--- config.mk ---
export PLATFORM = sky130hd
export DESIGN_NAME = fix_field_extractor
export DESIGN_NICKNAME = d
export VERILOG_FILES = /design/src/rtl/fix_pkg.sv /design/src/rtl/fix_ascii_dec_acc.sv /design/src/rtl/fix_field_extractor.sv
export SDC_FILE = /design/constraint.sdc
export NUM_CORES = 1
export LEC_CHECK = 0
export ABC_AREA = 1
export BUFFER_PORTS_ARGS = -buffer_cell sky130_fd_sc_hd__buf_4
export CAP_MARGIN = 20
export CORE_ASPECT_RATIO = 1.25
export CORE_UTILIZATION = 50
export DETAILED_ROUTE_END_ITERATION = 8
export GPL_TIMING_DRIVEN = 0
export PLACE_DENSITY = 0.7
export SLEW_MARGIN = 10
export SYNTH_ARGS = -nofsm -noshare
export SYNTH_HDL_FRONTEND = slang
export SYNTH_SLANG_ARGS = --single-unit
--- constraint.sdc ---
create_clock -name clk -period 4.35 [get_ports clk]
set_input_delay 1.305 -clock clk [delete_from_list [all_inputs] [get_ports clk]]
set_output_delay 1.305 -clock clk [all_outputs]
set_load 0.02 [all_outputs]
--- src/rtl/fix_pkg.sv ---
// rtl/fix_pkg.sv - shared constants and types for the FIX field extractor
package fix_pkg;

  localparam logic [7:0] SOH  = 8'h01;
  localparam logic [7:0] SEP  = 8'h3D;
  localparam logic [7:0] DIG0 = 8'h30;
  localparam logic [7:0] DIG9 = 8'h39;

  typedef enum logic [1:0] {
    IDLE,
    TAG,
    VALUE
  } fix_fx_state_t;

  localparam int ERR_BAD_DIGIT = 0;
  localparam int ERR_TAG_OVF   = 1;
  localparam int ERR_TRUNC     = 2;
  localparam int ERR_EMPTY_TAG = 3;

  function automatic logic fix_is_digit(input logic [7:0] b);
    return (b >= DIG0) && (b <= DIG9);
  endfunction

  function automatic logic fix_is_delim(input logic [7:0] b);
    return (b == SOH) || (b == SEP);
  endfunction

endpackage

--- src/rtl/fix_ascii_dec_acc.sv ---
// rtl/fix_ascii_dec_acc.sv - one step of ASCII decimal to binary accumulation
module fix_ascii_dec_acc
  import fix_pkg::*;
#(
  parameter int TAG_W = 16
) (
  input  logic [TAG_W-1:0] acc_i,
  input  logic [7:0]       data_i,
  input  logic             sat_i,
  output logic [TAG_W-1:0] acc_o,
  output logic             is_digit_o,
  output logic             ovf_o
);

  // Four spare bits hold acc*10+9 for any TAG_W-bit acc.
  localparam int PW = TAG_W + 4;

  logic [PW-1:0] prod;
  logic [7:0]    digit;

  always_comb begin
    is_digit_o = fix_is_digit(data_i);
    digit      = data_i - DIG0;
    prod       = PW'(acc_i) * PW'(10) + PW'(digit[3:0]);
    ovf_o      = is_digit_o && !sat_i && (prod[PW-1:TAG_W] != '0);
    acc_o      = acc_i;
    if (sat_i || ovf_o) begin
      acc_o = '1;
    end else if (is_digit_o) begin
      acc_o = prod[TAG_W-1:0];
    end
  end

endmodule

--- src/rtl/fix_field_extractor.sv ---
// rtl/fix_field_extractor.sv - turns parser tag/value strobes into one record per FIX field
module fix_field_extractor
  import fix_pkg::*;
#(
  parameter int TAG_W       = 16,
  parameter int MAX_VAL_LEN = 16,
  parameter int LEN_W       = $clog2(MAX_VAL_LEN + 1)
) (
  input  logic                     clk,
  input  logic                     rst,
  input  logic [7:0]               data_i,
  input  logic                     tag_s_i,
  input  logic                     tag_e_i,
  input  logic                     value_s_i,
  input  logic                     value_e_i,
  output logic                     field_valid_o,
  input  logic                     field_ready_i,
  output logic [TAG_W-1:0]         field_tag_o,
  output logic [LEN_W-1:0]         field_len_o,
  output logic [8*MAX_VAL_LEN-1:0] field_data_o,
  output logic [3:0]               field_err_o,
  output logic                     drop_o,
  output logic                     proto_err_o,
  output logic [15:0]              drop_cnt_o
);

  fix_fx_state_t            state_q;
  logic [TAG_W-1:0]         acc_q;
  logic                     sat_q;
  logic                     digit_seen_q;
  logic [LEN_W-1:0]         len_q;
  logic [8*MAX_VAL_LEN-1:0] buf_q;
  logic [3:0]               err_q;

  logic                     valid_q;
  logic [TAG_W-1:0]         otag_q;
  logic [LEN_W-1:0]         olen_q;
  logic [8*MAX_VAL_LEN-1:0] odata_q;
  logic [3:0]               oerr_q;
  logic                     drop_q;
  logic                     perr_q;
  logic [15:0]              dcnt_q;

  logic [TAG_W-1:0]         acc_d;
  logic                     is_digit;
  logic                     ovf;
  logic                     multi;
  logic                     slot_free;

  // A new field starts from a zero accumulator, so IDLE feeds zeros in.
  fix_ascii_dec_acc #(.TAG_W(TAG_W)) u_dec (
    .acc_i      ((state_q == IDLE) ? '0 : acc_q),
    .data_i     (data_i),
    .sat_i      ((state_q == IDLE) ? 1'b0 : sat_q),
    .acc_o      (acc_d),
    .is_digit_o (is_digit),
    .ovf_o      (ovf)
  );

  always_comb begin
    multi = (tag_s_i & tag_e_i) | (tag_s_i & value_s_i) | (tag_s_i & value_e_i) |
            (tag_e_i & value_s_i) | (tag_e_i & value_e_i) | (value_s_i & value_e_i);
    slot_free = !valid_q || field_ready_i;
  end

  always_ff @(posedge clk) begin
    if (!rst) begin
      state_q      <= IDLE;
      acc_q        <= '0;
      sat_q        <= 1'b0;
      digit_seen_q <= 1'b0;
      len_q        <= '0;
      buf_q        <= '0;
      err_q        <= '0;
      valid_q      <= 1'b0;
      otag_q       <= '0;
      olen_q       <= '0;
      odata_q      <= '0;
      oerr_q       <= '0;
      drop_q       <= 1'b0;
      perr_q       <= 1'b0;
      dcnt_q       <= '0;
    end else begin
      drop_q <= 1'b0;
      perr_q <= 1'b0;
      if (valid_q && field_ready_i) begin
        valid_q <= 1'b0;
      end

      if (multi) begin
        perr_q  <= 1'b1;
        state_q <= IDLE;
      end else begin
        case (state_q)
          IDLE: begin
            if (tag_s_i) begin
              acc_q        <= acc_d;
              sat_q        <= ovf;
              digit_seen_q <= is_digit;
              len_q        <= '0;
              buf_q        <= '0;
              err_q        <= '0;
              err_q[ERR_BAD_DIGIT] <= !is_digit;
              state_q      <= TAG;
            end else if (tag_e_i || value_s_i || value_e_i) begin
              perr_q <= 1'b1;
            end
          end

          TAG: begin
            if (tag_s_i) begin
              acc_q        <= acc_d;
              sat_q        <= sat_q | ovf;
              digit_seen_q <= digit_seen_q | is_digit;
              err_q[ERR_BAD_DIGIT] <= err_q[ERR_BAD_DIGIT] | !is_digit;
              err_q[ERR_TAG_OVF]   <= err_q[ERR_TAG_OVF] | ovf;
            end else if (tag_e_i) begin
              if (!digit_seen_q) begin
                err_q[ERR_EMPTY_TAG] <= 1'b1;
              end
              state_q <= VALUE;
            end else if (value_s_i || value_e_i) begin
              perr_q  <= 1'b1;
              state_q <= IDLE;
            end
          end

          VALUE: begin
            if (value_s_i) begin
              if (len_q < LEN_W'(MAX_VAL_LEN)) begin
                buf_q[len_q*8 +: 8] <= data_i;
                len_q               <= len_q + LEN_W'(1);
              end else begin
                err_q[ERR_TRUNC] <= 1'b1;
              end
            end else if (value_e_i) begin
              if (slot_free) begin
                valid_q <= 1'b1;
                otag_q  <= acc_q;
                olen_q  <= len_q;
                odata_q <= buf_q;
                oerr_q  <= err_q;
              end else begin
                drop_q <= 1'b1;
                if (dcnt_q != 16'hFFFF) begin
                  dcnt_q <= dcnt_q + 16'd1;
                end
              end
              state_q <= IDLE;
            end else if (tag_s_i || tag_e_i) begin
              perr_q  <= 1'b1;
              state_q <= IDLE;
            end
          end

          default: state_q <= IDLE;
        endcase
      end
    end
  end

  assign field_valid_o = valid_q;
  assign field_tag_o   = otag_q;
  assign field_len_o   = olen_q;
  assign field_data_o  = odata_q;
  assign field_err_o   = oerr_q;
  assign drop_o        = drop_q;
  assign proto_err_o   = perr_q;
  assign drop_cnt_o    = dcnt_q;

endmodule

==> Word-level counts from Yosys, hierarchy flattened <==
Cells that the tools add are included.
{ "word_totals": {"register_bits": 329, "input_bits": 15, "out_inout_bits": 172, "elab_cells": 145} }
{ "classes": {"add_sub_neg": 5, "multipliers": 1, "magnitude_cmp": 3, "eq_ne": 14, "n_shift": 2, "n_mux": 54, "n_bitwise": 21, "n_reduce_logical": 28} }
{ "ops": {"columns": ["cell", "count"], "rows": [
  ["$mux W128", 3],
  ["$pmux W128 S2", 1],
  ["$bwmux W128", 1],
  ["$shift A8 B34 Y128 const A", 1],
  ["$shiftx A8 B34 Y128", 1],
  ["$mux W16", 3],
  ["$neg A8 Y34", 1],
  ["$mux W1", 26],
  ["$add A20 B4 Y20", 1],
  ["$reduce_and A5 Y1", 4],
  ["$mul A16 B3 Y19 const B", 1],
  ["$ne A2 B2 Y1 const B", 9],
  ["$add A16 B1 Y16 const B", 1],
  ["$mux W2", 8],
  ["$ne A16 B16 Y1 const B", 1],
  ["$mux W5", 3],
  ["$reduce_and A6 Y1", 2],
  ["$pmux W5 S2", 1],
  ["$or A1 B1 Y1", 9],
  ["$ge A8 B6 Y1 const B", 1],
  ["$le A8 B6 Y1 const B", 1],
  ["$pmux W1 S2", 4],
  ["$and A1 B1 Y1", 6],
  ["$logic_or A1 B1 Y1", 6],
  ["20 further kinds", 33]
]} }

==> Logic depth before layout (Yosys ltp) <==
Gate-level depths: netlist of run 1.
{ "logic_depth": {"ltp_word": 9, "depth_mapped": 26, "mapped_depth_nobuf": 24} }

==> Hierarchy <==
A second synthesis of run 1 with hierarchy kept.
{ "hier_totals": {"hier_cells": 2114, "hier_area_um2": 15392.3} }
{ "modules_own_cells": {"columns": ["module", "n_inst", "cells_per_inst", "area_per_inst_um2", "seq_area_each_um2"], "rows": [
  ["fix_field_extractor", 1, 1748, 13240.2, 6586.3],
  ["fix_ascii_dec_acc", 1, 366, 2152.1, 0.0]
]} }

==> Worst setup path after synthesis of run 1 <==
OpenSTA, ideal clock, no wires.
{ "synth_timing": {"kind": "reg-to-reg", "startpoint": "reg state_q[0]", "endpoint": "reg acc_q[4]", "setup_ps": 109, "t_arrival_ps": 3487, "required_time_ps": 4241, "path_slack_ps": 754, "stages_incl_launch_ff": 25, "path_buffers": 2, "synth_period_minus_slack_ps": 3596, "path_cell_list": "dfxtp_1 -> nor2_4 -> clkbuf_1 -> nor2_1 -> ha_1 -> ha_1 -> inv_1 -> fa_1 -> nor2_2 -> nand3_1 -> a21oi_2 -> nand3_1 -> nor2_2 -> nand2_2 -> nor2_4 -> nand3_1 -> nand2_1 -> nand2_1 -> nor2_2 -> nand2_2 -> nand2_4 -> buf_12 -> nand3_2 -> nand2_1 -> inv_1"} }
{ "synth_via": {"elab_chain_len": 8, "word_cells_on_any_way": 15, "classes_between": "1 x add/sub; 1 x mul; 1 x eq/ne; 4 x mux; 8 x reduce/logical"} }
{ "synth_rtl": {"columns": ["element", "line", "rtl"], "rows": [
  ["start: declaration", "fix_field_extractor.sv:27", "fix_fx_state_t state_q;"],
  ["start signal: assignment", "fix_field_extractor.sv:68", "state_q <= IDLE;"],
  ["start signal: assignment", "fix_field_extractor.sv:92", "state_q <= IDLE;"],
  ["start signal: assignment", "fix_field_extractor.sv:104", "state_q <= TAG;"],
  ["$logic_not A2 Y1", "fix_field_extractor.sv:52, fix_field_extractor.sv:54, fix_field_extractor.sv:94", null],
  ["$mux W16", "fix_field_extractor.sv:52", ".acc_i ((state_q == IDLE) ? '0 : acc_q),"],
  ["$mul A16 B3 Y19", "fix_ascii_dec_acc.sv:24", "prod = PW'(acc_i) * PW'(10) + PW'(digit[3:0]);"],
  ["$add A20 B4 Y20", "fix_ascii_dec_acc.sv:24", null],
  ["$reduce_bool A4 Y1", "fix_ascii_dec_acc.sv:25", "ovf_o = is_digit_o && !sat_i && (prod[PW-1:TAG_W] != '0);"],
  ["$logic_and A1 B1 Y1", "fix_ascii_dec_acc.sv:25", null],
  ["$logic_or A1 B1 Y1", "fix_ascii_dec_acc.sv:27", "if (sat_i || ovf_o) begin"],
  ["$mux W16", "fix_ascii_dec_acc.sv:27", null],
  ["end signal: assignment", "fix_field_extractor.sv:69", "acc_q <= '0;"],
  ["end signal: assignment", "fix_field_extractor.sv:97", "acc_q <= acc_d;"],
  ["end signal: assignment", "fix_field_extractor.sv:112", "acc_q <= acc_d;"],
  ["end: declaration", "fix_field_extractor.sv:28", "logic [TAG_W-1:0] acc_q;"]
]} }
Several ways; a longest one is shown, not always the timed one.
A chain may end at the register's enable or synchronous reset.

==> Worst setup path in the final report of run 1 <==
{ "layout_timing": {"startpoint": "reg state_q[0]", "endpoint": "reg acc_q[3]"} }
Same word-level chain as after synthesis.

==> results.sh, run 1 <==
export IMPL_syn_to_final_growth_pct=20.7
export IMPL_post_drt_wl_per_cell_um=16.3
export IMPL_antenna_cells=0
export IMPL_drt_iter0_drc=917
export IMPL_powerDensity_nw_per_um2=352
export IMPL_drc=0
export IMPL_core_um2=28600
export IMPL_crit_fanout=16
export IMPL_syn_area_per_cell_um2=7.10
export IMPL_fillCellCount=2735
export IMPL_htree_levels=1
export IMPL_r2r_start="state_q[0]"
export IMPL_status="finished clean"
export IMPL_first_pass_iters=6
export IMPL_num_vias=13994
export IMPL_hold_class="flop to flop"
export IMPL_routed_wl_um=43800
export IMPL_crit_top_cell="nand2_1"
export IMPL_crit_start="state_q[0]"
export IMPL_crit_path_end="acc_q[3]"
export IMPL_route_met3_wl_um=1960
export IMPL_maxSlewHeadroom_pct=37.3
export IMPL_cts_sinks=329
export IMPL_yosysUniqueCellTypes=44
export IMPL_hold_violations=0
export IMPL_cts_root_buf="clkbuf_16"
export IMPL_ff2ff_path_depth=24
export IMPL_slew_viol_final=0
export IMPL_top_layer="met4"
export IMPL_path_class="flop to flop"
export IMPL_portBuffers=185
export IMPL_finalNonFillerCells=2687
export IMPL_rsz0062_at_grt="false"
export IMPL_path_cells="nor2_4, buf_12, nor2_1, ha_1, ha_1, inv_1, fa_1, nor2_2, nand3_1, nand2_1, nand2_1, nor2_1, nand3_1, nor2_1, nand3_1, nand2_1, nand2_1, a21oi_2, nand2_2, nand2_4, buf_12, nand3_2, nand2_1, inv_1"
export IMPL_ant_nets=0
export IMPL_finalNetCount=2325
export IMPL_crit_path_start_kind="flop"
export IMPL_drive_above_1_share_pct=15.3
export IMPL_cp_num_buf_inv=4
export IMPL_period_needed_ps=3910
export IMPL_yosysTopAreaCell="dfxtp_1"
export IMPL_regArea_um2=6590
export IMPL_setup_tns_ps=0
export IMPL_placed_cells=2628
export IMPL_syn_area_um2=14600
export IMPL_clkLatencyLatePin_ps=560
export IMPL_worstPathRequired_ps=4810
export IMPL_antenna_found_initial=0
export IMPL_max_stage_delay_ps=470
export IMPL_cts_tree="built"
export IMPL_start_util_pct=51.0
export IMPL_critPathCaptureType="flop"
export IMPL_hold_buffers=0
export IMPL_max_vdd_ir_drop_mv=0.281
export IMPL_grt_pass1_vias=13463
export IMPL_grt_pass1_wl_um=69200
export IMPL_wl_met2_um=23000
export IMPL_synth_nets=2105
export IMPL_fmax_ghz=0.256
export IMPL_die_width_um=155
export IMPL_async_flop_share_pct=0
export IMPL_arrival_ps=4370
export IMPL_grt_overflow_total=0
export IMPL_synthFlopType="dfxtp_1"
export IMPL_power_static_leakage_nw=7.73
export IMPL_grt_max_degree=19
export IMPL_rows=69
export IMPL_dieHeight_um=193
export IMPL_period_share_pct=89.9
export IMPL_syn_inst=2053
export IMPL_grt_use_total_pct=29.4
export IMPL_clk_pin_slew_ps=70
export IMPL_worst_pin_slew_ps=940
export IMPL_cap_viol_max_count=0
export IMPL_yosysWarnings=0
export IMPL_dpl_hpwl_um=34200
export IMPL_wl_met1_um=17200
export IMPL_cts_buffers=31
export IMPL_synth_edf_count=0
export IMPL_finalPower_mw=6.19
export IMPL_r2r_end="acc_q[3]"
export IMPL_finClkSkew_ps=18.2
export IMPL_viasPerCell=5.21
export IMPL_cts_buffer_depth=3
export IMPL_cp_top_family="simple AND/OR/NAND/NOR gates"
export IMPL_synth_top_area_share_pct=45.2
export IMPL_gp_congestion=0.966
export IMPL_synth_seq_cells=329
export IMPL_multi_input_area_um2=7010
export IMPL_finalSetupViolations=0
export IMPL_reg2reg_slack_ps=440
export IMPL_synthTopCellsByArea="dfxtp_1 45%, nand2_1 11%, nor2_1 10%"
export IMPL_cp_slowest_cell="fa_1"
export IMPL_ys_seq_area_share_pct=45.2
export IMPL_cp_depth=24
export IMPL_dieArea_um2=29900
export IMPL_io_pins=187
export IMPL_utilization_pct=61.6
synthesized netlist by cell type (2+ instances only):
master	n
buf_2	6
nand2_1	428
nand3_2	16
xor2_1	6
a21oi_1	200
nand4_1	10
buf_1	2
fa_1	2
a211oi_1	2
ha_1	35
inv_1	145
a221oi_1	10
nor3_1	15
xnor2_1	2
and2_1	2
clkbuf_1	74
clkinv_1	5
or2_2	2
nand3_4	2
o21a_1	5
nor4_4	2
nor2_1	404
buf_4	2
dfxtp_1	329
nor2_2	27
nor2_4	5
o21ai_0	182
o22ai_1	5
nand3_1	63
nor4_1	8
a31oi_1	2
nor3b_1	6
inv_2	19
a21oi_2	3
nand2_2	18
worst reg2reg max path: stages, from the launching register on:
cell and delay (ps):
dfxtp_1 450, nor2_4 60, buf_12 150, nor2_1 230
ha_1 280, ha_1 270, inv_1 90, fa_1 470
nor2_2 150, nand3_1 130, nand2_1 80, nand2_1 50
nor2_1 140, nand3_1 150, nor2_1 200, nand3_1 110
nand2_1 70, nand2_1 60, a21oi_2 130, nand2_2 110
nand2_4 120, buf_12 150, nand3_2 60, nand2_1 70
inv_1 40
placed cells by master (no fill, tap or decap), types with 28 or more instances in the layout:
master	n
ha_1	35
nor2_2	28
clkbuf_1	74
buf_4	189
nand2_1	428
inv_1	145
nor2_1	403
nand3_1	63
a21oi_1	200
clkbuf_16	31
o21ai_0	182
dfxtp_1	329
state kept, by name, summed over array words and instances, names as in the netlist:
| signal | flops |
|---|---|
| field_valid_o | 1 |
| field_tag_o | 16 |
| digit_seen_q | 1 |
| drop_o | 1 |
| drop_cnt_o | 16 |
| field_len_o | 5 |
| proto_err_o | 1 |
| len_q | 5 |
| field_err_o | 4 |
| state_q | 2 |
| field_data_o | 128 |
| err_q | 4 |
| buf_q | 128 |
| sat_q | 1 |
| acc_q | 16 |
per-stage QoR:
stage	setup WS, ps	hold slack, ps	cell area (um2)
floorplan	754	430	14600
global placement	-80.3	442	16500
detailed placement	-126	451	16500
CTS	247	459	17600
global route	34.8	476	17600
finish	439	461	17600
timing repair:
action / 4_1_cts / 5_1_grt
setup endpoints to repair: 13 / 11
setup buffers: 0 / 3
pin swaps: 0 / 1
resized for setup: 0 / 1
metal layers:
metal  up-vias  track usage [%]
li1       7069                -
met1      6458             32.9
met2       369             56.1
met3        98             3.71
met4         0             11.9
met5         -                0
power breakdown:
part,internal (mW),switching [mW]
Combinational,0.0749,0.216
Sequential,3.03,0.00730
Clock,1.71,1.16
worst min path at each step:
stage / start / end / slack, ps / cells after the start
detailed placement: err_q[0] / field_err_o[0] / 450 / 2
floorplan: err_q[1] / field_err_o[1] / 430 / 2
global placement: err_q[1] / field_err_o[1] / 440 / 2
CTS: err_q[0] / field_err_o[0] / 460 / 2
global route: buf_q[28] / buf_q[28] / 480 / 2
finish: err_q[0] / field_err_o[0] / 460 / 2
logic make-up (layout without fill, tap and decap cells):
logic type / Yosys count / after routing / synth area share [%]
and+or+nand+nor: 1011 / 1011 / 29.5
AOI/OAI and AO/OA: 414 / 414 / 14.8
DFF: 329 / 329 / 45.2
buffers and inverters: 254 / 498 / 6.75
adders and majority gates: 37 / 37 / 3.28
xor gates and xnor gates: 8 / 8 / 0.481
layout make-up:
cell class | instances | share of cell area, %
Buffer | 84 | 1.97
Clock buffer | 38 | 4.90
Clock inverter | 19 | 1.37
Inverter | 169 | 3.61
Multi-Input combinational cell | 1470 | 39.9
Sequential cell | 329 | 37.4
Tap cell | 390 | 2.77
Timing Repair Buffer | 188 | 8.09
Note: power is estimated with default switching activity, not from simulation.
==> run 2, diff against run 1 <==
- MAX_ROUTING_LAYER: default -> met4
==> run 2 against run 1 <==
  * Sequential power hardly changed
  * Largest power group unchanged
  * Clock power down 4%
  * Die area stayed put
  * Cell count about the same
==> results.sh, run 2 (synthesis results as in run 1) <==
export IMPL_routed_wl_um=44400
export IMPL_drc=0
export IMPL_finalPower_mw=6.07
export IMPL_clkLatencyLatePin_ps=560
export IMPL_dieArea_um2=29900
export IMPL_die_width_um=155
export IMPL_grt_overflow_total=0
export IMPL_grt_use_total_pct=30.4
export IMPL_powerDensity_nw_per_um2=346
export IMPL_power_static_leakage_nw=7.69
export IMPL_worst_slack_ps=356
export IMPL_cts_buffers=30
export IMPL_hold_buffers=0
export IMPL_fmax_ghz=0.250
export IMPL_finalNonFillerCells=2685
export IMPL_start_util_pct=51.0
export IMPL_setup_tns_ps=0
export IMPL_hold_violations=0
export IMPL_crit_path_start_kind="flop"
export IMPL_htree_levels=1
export IMPL_grt_max_degree=19
export IMPL_post_drt_wl_per_cell_um=16.5
export IMPL_maxSlewHeadroom_pct=42.8
export IMPL_cts_root_buf="clkbuf_16"
export IMPL_p_sw_share_pct=22.5
export IMPL_syn_to_final_growth_pct=20.2
export IMPL_layout_commonest_cell="nand2_1"
export IMPL_io_pins=187
export IMPL_rows=69
export IMPL_worstPathRequired_ps=4810
export IMPL_gp_congestion=0.976
export IMPL_path_class="flop to flop"
export IMPL_drt_iter0_drc=909
export IMPL_portBuffers=185
export IMPL_cts_buffer_depth=3
export IMPL_worst_pin_slew_ps=857
export IMPL_hold_class="flop to flop"
export IMPL_seq_power_share_pct=50.0
export IMPL_clk_pin_slew_ps=70
export IMPL_antenna_found_initial=0
export IMPL_switchingPower_mw=1.37
export IMPL_critPathCaptureType="flop"
export IMPL_finalSetupViolations=0
export IMPL_p_int_mw=4.70
export IMPL_regArea_um2=6590
export IMPL_num_vias=14043
export IMPL_arrival_ps=4450
export IMPL_crit_fanout=15
export IMPL_crit_path_end="acc_q[4]"
export IMPL_cap_viol_max_count=0
export IMPL_fillCellCount=2797
export IMPL_core_um2=28600
export IMPL_crit_start="state_q[0]"
export IMPL_finalNetCount=2325
export IMPL_whs_path_depth=2
export IMPL_ant_nets=0
export IMPL_cts_resized=0
export IMPL_dpl_hpwl_um=34700
export IMPL_pre_cts_slack_ps=-120
export IMPL_antenna_cells=0
export IMPL_grt_pass1_vias=13422
export IMPL_final_cell_mix="428 x nand2_1, 404 x nor2_1, 329 x dfxtp_1, 200 x a21oi_1, 190 x buf_4"
export IMPL_drive_above_1_share_pct=14.9
export IMPL_cts_tree="built"
export IMPL_combPwrFrac_pct=4.8
export IMPL_status="finished clean"
export IMPL_ff2ff_path_depth=24
export IMPL_reg2reg_slack_ps=360
export IMPL_rsz0062_at_grt="false"
export IMPL_max_vdd_ir_drop_mv=0.300
export IMPL_r2r_start="state_q[0]"
export IMPL_r2r_end="acc_q[4]"
export IMPL_cts_sinks=329
export IMPL_period_needed_ps=3990
export IMPL_first_pass_iters=5
export IMPL_finClkSkew_ps=11.7
export IMPL_viasPerCell=5.23
export IMPL_multi_input_area_um2=7010
export IMPL_grt_pass1_wl_um=68900
export IMPL_placed_cells=2628
export IMPL_period_share_pct=91.8
export IMPL_dieHeight_um=193
export IMPL_clkPwrFrac_pct=45.2
export IMPL_slew_viol_final=0
==> run 2: changes by cell type in the layout (fill, tap and decap cells not counted), sizes merged <==
cell | before | now
bufinv | 5 | 3
clkinvlp | 2 | 3
clkbuf | 111 | 117
buf | 199 | 200
clkinv | 17 | 9
==> run 2: cell type report <==
| cell class | count | share of cell area [%] |
|---|---|---|
| buffer | 84 | 1.98 |
| tap | 390 | 2.78 |
| timing repair buffer | 189 | 8.17 |
| sequential | 329 | 37.6 |
| multi-input combinational | 1470 | 40.0 |
| clock buffer | 44 | 5.10 |
| clock inverter | 10 | 0.778 |
| inverter | 169 | 3.62 |
==> run 2: worst min-delay path by stage <==
stage | to | slack [ps] | from
5_1_grt | buf_q[47] | 480 | buf_q[47]
3_5_place_dp | field_err_o[1] | 450 | err_q[1]
3_3_place_gp | field_err_o[1] | 440 | err_q[1]
2_1_floorplan | field_err_o[1] | 430 | err_q[1]
4_1_cts | buf_q[52] | 460 | buf_q[52]
6_report | buf_q[86] | 460 | buf_q[86]
==> run 2: stage by stage <==
stage                     utilization (%)  area (um2)  hold WS (ps)
after detailed placement             57.6       16500           450
after global routing                 61.3       17500           476
final                                61.3       17500           464
after CTS                            61.2       17500           462
after global placement               57.6       16500           441
after floorplan                         -       14600           430
==> run 2: power groups by stage <==
stage               clock (mW)  combinational [mW]  sequential, mW
finish                    2.74               0.291            3.04
global placement             0               0.281            3.10
CTS                       2.76               0.285            3.04
global route              2.89               0.321            3.04
detailed placement           0               0.284            3.11
floorplan                    0               0.186            3.11
==> run 2: layer usage <==
metal,part of all wire (%),wire length (um),track usage [%],vias up
li1,-,-,-,7067
met1,40,17500,32.7,6545
met2,53,23400,57.0,334
met3,3.6,1620,2.78,97
met4,4.2,1850,13.0,0
met5,0,0,-,-
==> run 2: critical path: stages, from the launching register on <==
cell	delay, ps
dfxtp_1	470
nor2_4	60
buf_12	150
nor2_1	250
ha_1	300
ha_1	260
inv_1	90
fa_1	470
nor2_2	150
nand3_1	130
nand2_1	80
nand2_1	50
nor2_1	130
nand3_1	140
nor2_1	230
nand3_1	110
nand2_1	70
nand2_1	60
a21oi_2	120
nand2_2	110
nand2_4	130
buf_12	150
nand3_2	60
nand2_1	60
inv_1	30
==> run 2: repair_timing <==
item	4_1_cts	5_1_grt
endpoints found under the setup margin	15	10
setup buffers	0	4
pin swaps	0	1
